[src/rtl/clint_top.sv]
// Core-local interruptor: mtime/mtimecmp/msip registers behind a one-outstanding
// request/response bus, producing the machine timer and software interrupt lines.
module clint_top #(
  parameter int                DATA_W       = 64,
  parameter int                ADDR_W       = 16,
  parameter int                TICK_DIV     = 1,
  parameter logic [ADDR_W-1:0] MSIP_OFF     = 16'h0000,
  parameter logic [ADDR_W-1:0] MTIMECMP_OFF = 16'h4000,
  parameter logic [ADDR_W-1:0] MTIME_OFF    = 16'hBFF8
) (
  input  logic                clk,
  input  logic                rst,
  input  logic                req_valid,
  output logic                req_ready,
  input  logic                req_write,
  input  logic [ADDR_W-1:0]   req_addr,
  input  logic [DATA_W-1:0]   req_wdata,
  input  logic [DATA_W/8-1:0] req_wstrb,
  output logic                rsp_valid,
  input  logic                rsp_ready,
  output logic [DATA_W-1:0]   rsp_rdata,
  output logic                rsp_err,
  output logic                clint_mtip,
  output logic                clint_msip
);

  // state  | meaning
  // S_IDLE | ready for a request; accepted request is executed on the same edge
  // S_RESP | response held on the bus until rsp_ready
  typedef enum logic {S_IDLE = 1'b0, S_RESP = 1'b1} state_t;

  localparam int          STRB_W    = DATA_W / 8;
  localparam logic [15:0] TICK_LAST = 16'(TICK_DIV - 1);

  state_t              r_state;
  state_t              w_next;
  logic [DATA_W-1:0]   r_mtime;
  logic [DATA_W-1:0]   r_mtimecmp;
  logic                r_msip;
  logic                r_mtip;
  logic [15:0]         r_presc;
  logic [DATA_W-1:0]   r_rdata;
  logic                r_err;

  logic                w_hit_msip;
  logic                w_hit_cmp;
  logic                w_hit_mtime;
  logic                w_err;
  logic                w_accept;
  logic                w_wr;
  logic                w_wrap;
  logic [DATA_W-1:0]   w_mask;
  logic [DATA_W-1:0]   w_rd;
  logic [DATA_W-1:0]   w_mtime_nx;
  logic [DATA_W-1:0]   w_cmp_nx;
  logic                w_msip_nx;

  assign w_hit_msip  = (req_addr == MSIP_OFF);
  assign w_hit_cmp   = (req_addr == MTIMECMP_OFF);
  assign w_hit_mtime = (req_addr == MTIME_OFF);
  assign w_err       = (req_addr[2:0] != 3'b000) ||
                       !(w_hit_msip || w_hit_cmp || w_hit_mtime);

  // req_ready is gated by rst so the bus sees "not ready" during reset
  assign req_ready = rst && (r_state == S_IDLE);
  assign rsp_valid = (r_state == S_RESP);
  assign w_accept  = req_valid && req_ready;
  assign w_wr      = w_accept && req_write && !w_err;
  assign w_wrap    = (r_presc == TICK_LAST);

  always_comb begin
    w_mask = '0;
    for (int i = 0; i < STRB_W; i++) begin
      w_mask[8*i +: 8] = {8{req_wstrb[i]}};
    end
  end

  assign w_mtime_nx = (r_mtime & ~w_mask) | (req_wdata & w_mask);
  assign w_cmp_nx   = (r_mtimecmp & ~w_mask) | (req_wdata & w_mask);
  assign w_msip_nx  = req_wstrb[0] ? req_wdata[0] : r_msip;

  always_comb begin
    w_rd = '0;
    if (!req_write && !w_err) begin
      if (w_hit_msip) begin
        w_rd = {{(DATA_W-1){1'b0}}, r_msip};
      end else if (w_hit_cmp) begin
        w_rd = r_mtimecmp;
      end else if (w_hit_mtime) begin
        w_rd = r_mtime;
      end
    end
  end

  always_ff @(posedge clk or negedge rst) begin
    if (!rst) begin
      r_presc <= '0;
    end else begin
      r_presc <= w_wrap ? 16'd0 : r_presc + 16'd1;
    end
  end

  // A bus write to mtime takes priority over a coincident tick
  always_ff @(posedge clk or negedge rst) begin
    if (!rst) begin
      r_mtime <= '0;
    end else if (w_wr && w_hit_mtime) begin
      r_mtime <= w_mtime_nx;
    end else if (w_wrap) begin
      r_mtime <= r_mtime + DATA_W'(1);
    end
  end

  always_ff @(posedge clk or negedge rst) begin
    if (!rst) begin
      r_mtimecmp <= '1;
      r_msip     <= 1'b0;
    end else begin
      if (w_wr && w_hit_cmp) begin
        r_mtimecmp <= w_cmp_nx;
      end
      if (w_wr && w_hit_msip) begin
        r_msip <= w_msip_nx;
      end
    end
  end

  always_ff @(posedge clk or negedge rst) begin
    if (!rst) begin
      r_mtip <= 1'b0;
    end else begin
      r_mtip <= (r_mtime >= r_mtimecmp);
    end
  end

  always_ff @(posedge clk or negedge rst) begin
    if (!rst) begin
      r_rdata <= '0;
      r_err   <= 1'b0;
    end else if (w_accept) begin
      r_rdata <= w_rd;
      r_err   <= w_err;
    end
  end

  always_ff @(posedge clk or negedge rst) begin
    if (!rst) begin
      r_state <= S_IDLE;
    end else begin
      r_state <= w_next;
    end
  end

  always_comb begin
    w_next = r_state;
    unique case (r_state)
      S_IDLE:  if (w_accept)  w_next = S_RESP;
      S_RESP:  if (rsp_ready) w_next = S_IDLE;
      default: w_next = S_IDLE;
    endcase
  end

  assign rsp_rdata  = r_rdata;
  assign rsp_err    = r_err;
  assign clint_mtip = r_mtip;
  assign clint_msip = r_msip;

endmodule
[config.mk]
export PLATFORM = sky130hd
export DESIGN_NAME = clint_top
export DESIGN_NICKNAME = d
export VERILOG_FILES = /design/src/rtl/clint_top.sv
export SDC_FILE = /design/constraint.sdc
export NUM_CORES = 1
export LEC_CHECK = 0
export CAP_MARGIN = 40
export CORE_AREA = 2 2 224 226
export CTS_BUF_LIST = sky130_fd_sc_hd__clkbuf_2 sky130_fd_sc_hd__clkbuf_4 sky130_fd_sc_hd__clkbuf_8
export DETAILED_ROUTE_END_ITERATION = 12
export DIE_AREA = 0 0 226 228
export PLACE_DENSITY = 0.53
export SLEW_MARGIN = 5
export SYNTH_ARGS = -nofsm -noshare
export SYNTH_HDL_FRONTEND = slang
export SYNTH_SLANG_ARGS = --single-unit
[constraint.sdc]
create_clock -name clk -period 2.9 [get_ports clk]
set_clock_uncertainty 0.1 [all_clocks]
set_input_delay 0.435 -clock clk [delete_from_list [all_inputs] [get_ports clk]]
set_output_delay 0.435 -clock clk [all_outputs]
set_load 0.02 [all_outputs]
## Yosys cells after proc, flatten, opt, wreduce, memory -nomap -nowiden

Cells that the tools add are included.

- Register bits after elaboration: 212
- Output and inout port bits: 69
- Word-level logic and storage cells: 49

- $add $sub $neg: 2
- Order comparisons: 1
- Eq/ne operators: 2
- Mux-type cells: 10
- Bitwise gates (word level): 7
- Reductions and logical operators: 19

Operators by type and width:

| operator | count |
|---|---|
| 64-bit two-way mux | 6 |
| 64-bit bitwise AND | 3 |
| 64-bit OR | 2 |
| 64-bit by 1-bit adder with 64-bit output (second input constant) | 1 |
| 64-bit >= comparator | 1 |
| 64-bit inverter | 1 |
| 16-bit zero test | 2 |
| 16-bit by 1-bit adder with 16-bit output (second input constant) | 1 |
| 16-bit by 15-bit == test with 1-bit output (second input constant) | 1 |
| 16-bit == test (second input constant) | 1 |
| 16-bit two-way mux | 1 |
| 1-bit logical AND | 8 |
| 1-bit zero test | 3 |
| 1-bit logical OR | 3 |
| 3-bit nonzero test | 1 |
| 1-bit two-way mux | 2 |
| 1-bit one-hot mux with 2 select lines | 1 |
| 2-bit AND reduction | 1 |
| 2-bit nonzero test | 1 |
| 1-bit inverter | 1 |

## Depth between registers and ports, before layout

Gate-level depths: netlist of the first run.

- Depth in word-level cells: 9
- Mapped depth: 10
- Depth with buffers taken out: 8

## Least setup slack after synthesis of the first run

No wires, ideal clock.

- Path kind: reg-to-reg
- From: reg r_state, in the netlist rsp_valid
- To: reg with a tool-made name
- Setup time: 0.125 ns
- Arrival: 2.186 ns
- Data required time: 2.675 ns
- Path slack: 0.489 ns
- Stages on the path, launching flop included: 8
- Period minus slack after synthesis: 2.411 ns
- Cell sequence: dfrtp_1 > nor2b_1 > nand3_1 > o31ai_2 > buf_2 > nor2_1 > a211oi_1 > nor2_1

RTL lines:

| element | line | text |
|---|---|---|
| from (decl) | 35 | `state_t r_state;` |
| from (signal assigned) | 150 | `r_state <= w_next;` |

==> impl_metrics.tcl, run 1 <==
set metrics [dict create \
    synthFlopType "dfrtp_1" \
    dp.cells 2112 \
    nFillCells 5126 \
    num_antenna_cells 0 \
    dr.pass1.iters 7 \
    syn_nets 1426 \
    die_h_um 228 \
    tns_ps 0 \
    netlist_area_um2 12100 \
    finalNetCount 1646 \
    crit_type "reg -> reg" \
    cap_violations 0 \
    clkTransAtPathRegs_ps 60 \
    fin_area_um2 15900 \
    finalMaxSlewViolations 0 \
    fp.dieW_um 226 \
    startpoint_type "flop" \
    seq_area_frac_synth 0.444 \
    yosys.area.top_type "dfrtp_1" \
    finalSetupViolCount 0 \
    slowest_stage "or3_1" \
    synth_top_area_share 0.305 \
    crit_buf_inv 0 \
    rows 82 \
    cts_root_buf "clkbuf_8" \
    grt_max_degree 145 \
    grt_antenna_before_repair 2 \
    top_layer "met5" \
    dp_hpwl_um 31400 \
    power_mw 6.59 \
    synth_common_cells "148 x dfrtp_1, 146 x nand2_1, 84 x o21ai_0, 80 x inv_1, 67 x ha_1" \
    avgRoutedWirePerCell_um 19.2 \
    status "finished clean" \
    vias 10900 \
    hp-class "in -> reg" \
    rsz0062_at_grt "no" \
    vias_per_cell 4.98 \
    grt_pass1_wl_um 65700 \
    internal-power_mw 4.98 \
    cts.sinks 212 \
    clkPwrFrac 0.486 \
    p_sw_frac 0.244 \
    dieArea_um2 51500 \
    cts_buffers 41 \
    initial_core_util 0.246 \
    path_cells "ha_1, nand3_1, nor4_4, nand2_2, or3_1, o32ai_1, nor2_1" \
    finalHoldViolations 0 \
    drive_above_1_share 0.208 \
    cts.htree.levels 2 \
    fmax_mhz 368 \
    port-buffer-count 161 \
    p_sw_mw 1.61 \
    ant_nets 0 \
    synthTopCellsByArea "dfrtp_1 31%, dfstp_2 14%, ha_1 6.9%, mux2_2 5.9%, nand2_1 4.5%" \
    combPwrFrac 0.060 \
    grt_use_total 0.163 \
    grt_pass1_vias 11100 \
    register_area_um2 5390 \
    synth-async-reset-ratio 1.00 \
    p_leak_nw 6.21 \
    clk_path_buf_depth 3 \
    synth_edf_count 0 \
    gp_congestion 0.856 \
    grt_overflow 0 \
    drc 0 \
    pin_count 162 \
    place_area_um2 15000 \
    worst_hold_slack_ps 337 \
    syn_avg_cell_area_um2 9.58 \
    final_cell_count_no_fill 2190 \
    final.period_utilization 0.938 \
    met2_length_um 20000 \
    crit_arrival_ps 3060 \
    ys_warn_count 0 \
    dp_slack_ps 40.8 \
    cts_tree "built" \
    irDropWorstVdd_mv 0.206 \
    cp_max_fo 7 \
    clk_latency_ps 570 \
    endpoint_kind "flop" \
    layout_setup_ws_ps 181 \
    wl_met3_um 2480 \
    slowest_delay_ps 530 \
    multi_input_area_um2 6260 \
    area.growth.synth_to_final_pct 31.4 \
    post-route-min-period_ps 2720 \
    powerDensity_nw_per_um2 414 \
    yosys.cell_count.top_type "dfrtp_1" \
    slew_headroom 0.466 \
    wirelength_um 42000 \
    cp_top_family "simple AND/OR/NAND/NOR gates" \
    worst_ep_required_time_ps 3240 \
    syn_inst 1266 \
    ys_ff_latch 212 \
    worst_pin_slew_ps 801 \
    final_util 0.323 \
    synth_cell_type_count 74 \
    share_seq_of_total_power 0.454 \
    drt-met1-wl_um 18700 \
    core-area_um2 49300 \
    drtIter0Drc 681 \
]
==> per-layer routing <==
metal  vias up  global-route usage
li1       5117                   -
met1      5415               0.220
met2       319               0.269
met3        62              0.0326
met4         4              0.0366
met5         -                   0
==> worst paths after layout <==
kind	slack [ps]	startpoint	cells after the start	to
max	180	flop	7	flop
min	340	rsp_ready	2	rsp_valid
max reg2reg	180	flop	7	flop
min reg2reg	370	rsp_rdata[53]	2	rsp_rdata[53]
max in group asynchronous	1110	rst	4	rsp_err
min in group asynchronous	450	rst	3	clint_mtip
==> power by group through the flow <==
stage / logic (mW) / registers [mW] / clock network [mW]
after floorplan: 0.0865 / 3.05 / 0
after global placement: 0.396 / 3.04 / 0
after detailed placement: 0.399 / 3.04 / 0
after CTS: 0.402 / 2.99 / 3.29
after global routing: 0.429 / 2.99 / 3.44
final: 0.392 / 2.99 / 3.21
==> placed cells by master, fill, tap and decap left out, types with 5 or more instances in the layout <==
master	count
and2_1	11
o21ai_0	84
mux2i_1	5
and3_1	28
nor4_2	12
o22ai_1	7
clkdlybuf4s50_1	160
o32ai_1	9
clkbuf_4	15
clkinv_2	6
o31ai_1	7
nand2b_1	7
nand3_1	61
ha_1	67
buf_12	11
a21oi_1	66
dfrtp_1	148
mux2_2	64
a22oi_1	63
buf_4	55
nor3_1	30
and4_1	8
nand4_1	26
or3_1	10
a211oi_1	21
nand2_1	145
nor2_1	64
inv_1	80
o211ai_1	7
o21a_1	8
nor4_1	15
xnor2_1	12
dfstp_2	64
clkbuf_8	54
==> kinds of logic after synthesis <==
family | after synthesis | synth area share
AOI/OAI and AO/OA | 319 | 0.173
xor gates and xnor gates | 14 | 0.0101
adders and majority gates | 67 | 0.0691
buffers and inverters | 133 | 0.0439
DFF | 212 | 0.444
muxes | 69 | 0.0635
and+or+nand+nor | 452 | 0.197
==> cell type report <==
type / instances / area share
repair buffers: 230 / 0.142
inverters: 80 / 0.0188
flip-flops and latches: 212 / 0.338
multi-input cells: 921 / 0.393
clock inverters: 7 / 0.00236
clock buffers: 68 / 0.0528
well taps: 672 / 0.0528
==> worst register-to-register path, delay by kind of cell, from the launching register on <==
kind | cells | cell delay [ps]
adder cells (fa/ha/maj) | 1 | 270
flip-flops | 1 | 450
AO/OA/AOI/OAI | 1 | 280
AND/OR/NAND/NOR | 5 | 1520
==> what timing repair did <==
action                                 in CTS  in global routing
hold buffers                                1                  0
resized for setup                           0                  3
setup buffers                               0                  2
setup endpoints to repair                   0                  7
endpoints found under the hold margin      15                  0
Power figures use the tool's default switching activity.
==> inputs of run 2 (changes only) <==
Settings changed: ABC_AREA set to 0, CORE_AREA 2 2 224 226 to 2 2 178 180, DIE_AREA 0 0 226 228 to 0 0 180 182, HOLD_SLACK_MARGIN set to 0.06, PLACE_DENSITY 0.53 to 0.71.
==> run 2 against run 1 <==
Global-route usage rose by 6.0 points. Die area fell by 36%. Routed wire length down 13%. Via count up 0.20%. Count of clock-buffer cells in the layout decreased by 4. Sequential power about the same. Fmax fell by 0.38%. Cell count down 12%. Critical path depth grew 3. Sequential share of layout area increased by 0.73 points. Power shrank 2.5%.
==> impl_metrics.tcl, run 2 (synthesized netlist as in run 1, its figures left out) <==
set metrics [dict create \
    status "finished clean" \
    slowest_delay_ps 560 \
    cp_max_fo 24 \
    cts_tree "built" \
    combPwrFrac 0.061 \
    final_util 0.503 \
    layout_common_cells "160 x clkdlybuf4s50_1, 148 x dfrtp_1, 145 x nand2_1" \
    worst_ep_required_time_ps 3200 \
    rsz0062_at_grt "no" \
    finalMaxSlewViolations 0 \
    finalNetCount 1646 \
    cap_violations 0 \
    irDropWorstVdd_mv 0.282 \
    rows 65 \
    clk_latency_ps 540 \
    post_cts_buffers 0 \
    drc 0 \
    startpoint_type "flop" \
    die_h_um 182 \
    powerDensity_nw_per_um2 412 \
    grt_pass1_wl_um 58800 \
    clk_path_buf_depth 3 \
    grt_max_degree 67 \
    cts.htree.levels 2 \
    cpMostUsedCell "buf_12" \
    crit_arrival_ps 3030 \
    cts_buffers 39 \
    dp_slack_ps 3.98 \
    final.period_utilization 0.941 \
    dp_hpwl_um 27000 \
    pin_count 162 \
    p_leak_nw 6.21 \
    crit_type "reg -> reg" \
    grt_pass1_vias 11000 \
    finalHoldViolations 0 \
    grt_antenna_before_repair 1 \
    hp-class "in -> async" \
    port-buffer-count 161 \
    ant_nets 0 \
    layout_commonest_cell "clkdlybuf4s50_1" \
    grt_use_total 0.223 \
    path_cells "inv_1, ha_1, nor4b_2, and4_1, buf_12, o31ai_4, buf_12, or4_1, nand3_1, o211ai_1" \
    p_sw_frac 0.236 \
    tns_ps 0 \
    post-route-min-period_ps 2730 \
    worst_pin_slew_ps 900 \
    power_mw 6.43 \
    area.growth.synth_to_final_pct 28.6 \
    vias_per_cell 5.70 \
    drive_above_1_share 0.207 \
    vias 10900 \
    core-area_um2 31000 \
    avgRoutedWirePerCell_um 19.1 \
    dieArea_um2 32800 \
    drtIter0Drc 888 \
    endpoint_kind "flop" \
    fp.dieW_um 180 \
    layout_setup_ws_ps 170 \
    reg2reg_slack_ps 170 \
    initial_core_util 0.391 \
    slowest_stage "or4_1" \
    finalSetupViolCount 0 \
    clkPwrFrac 0.473 \
    grt_overflow 0 \
    dr.pass1.iters 5 \
    wirelength_um 36600 \
    p_sw_mw 1.51 \
    gp_congestion 0.916 \
    cts_root_buf "clkbuf_8" \
    internal-power_mw 4.91 \
    cts.sinks 212 \
    fmax_mhz 366 \
    share_seq_of_total_power 0.466 \
    slew_headroom 0.385 \
    clkTransAtPathRegs_ps 60 \
]
## run 2: changes by cell type in the layout (fill, tap and decap cells not counted), moves of 2 or more
cell      change
clkbuf_8      -8
buf_16        +2
buf_4         +3
clkbuf_4      +4
## run 2: power by group through the flow
stage | sequential (mW) | clock, mW | combinational [mW]
2_1_floorplan | 3.05 | 0 | 0.0865
3_5_place_dp | 3.04 | 0 | 0.395
6_report | 2.99 | 3.04 | 0.394
3_3_place_gp | 3.04 | 0 | 0.381
4_1_cts | 2.99 | 3.11 | 0.398
5_1_grt | 2.99 | 3.24 | 0.429
## run 2: repair_timing
item                       CTS  global route
resized for setup            0             2
setup endpoints to repair    0             2
hold buffers                 1             0
hold endpoints to repair    31             0
## run 2: stage by stage
step / hold slack [ps] / std cells / instance area [um^2]
floorplan: 39.4 / 1266 / 12100
global placement: 173 / 1844 / 14700
detailed placement: 173 / 1846 / 14700
CTS: 161 / 1919 / 15600
global route: 183 / 1919 / 15600
finish: 187 / 1920 / 15600
## run 2: worst max-delay path: cells and delay by family (launching register included)
kind / cells / cell delay [ps]
flip-flops: 1 / 420
AND/OR/NAND/NOR: 4 / 1290
buffers and inverters: 3 / 440
AO/OA/AOI/OAI: 2 / 170
adder cells (fa/ha/maj): 1 / 170
## run 2: worst paths after layout
kind                       depth (start not counted)     startpoint             to
min in group clk                                   2      rsp_ready      rsp_valid
min                                                2            rst      async pin
max reg2reg                                       10     r_presc[0]           flop
max in group asynchronous                          4            rst      async pin
min reg2reg                                        2  rsp_rdata[50]  rsp_rdata[50]
max                                               10     r_presc[0]           flop
## run 2: layout make-up
| class | instances | area, um^2 |
|---|---|---|
| clock inverter | 8 | 71.3 |
| multi-input combinational | 921 | 6260 |
| inverter | 80 | 300 |
| sequential | 212 | 5390 |
| clock buffer | 64 | 762 |
| timing repair buffer | 232 | 2320 |
| antenna | 1 | 2.50 |
| fill | 2877 | 15400 |
| tap | 402 | 503 |
## run 2: routing by layer
| layer | part of all wire | global-route usage | wire length (um) |
|---|---|---|---|
| met5 | 0 | 0 | 0 |
| met4 | 0.036 | 0.0771 | 1320 |
| met3 | 0.064 | 0.0443 | 2330 |
| met2 | 0.47 | 0.365 | 17100 |
| met1 | 0.43 | 0.297 | 15900 |
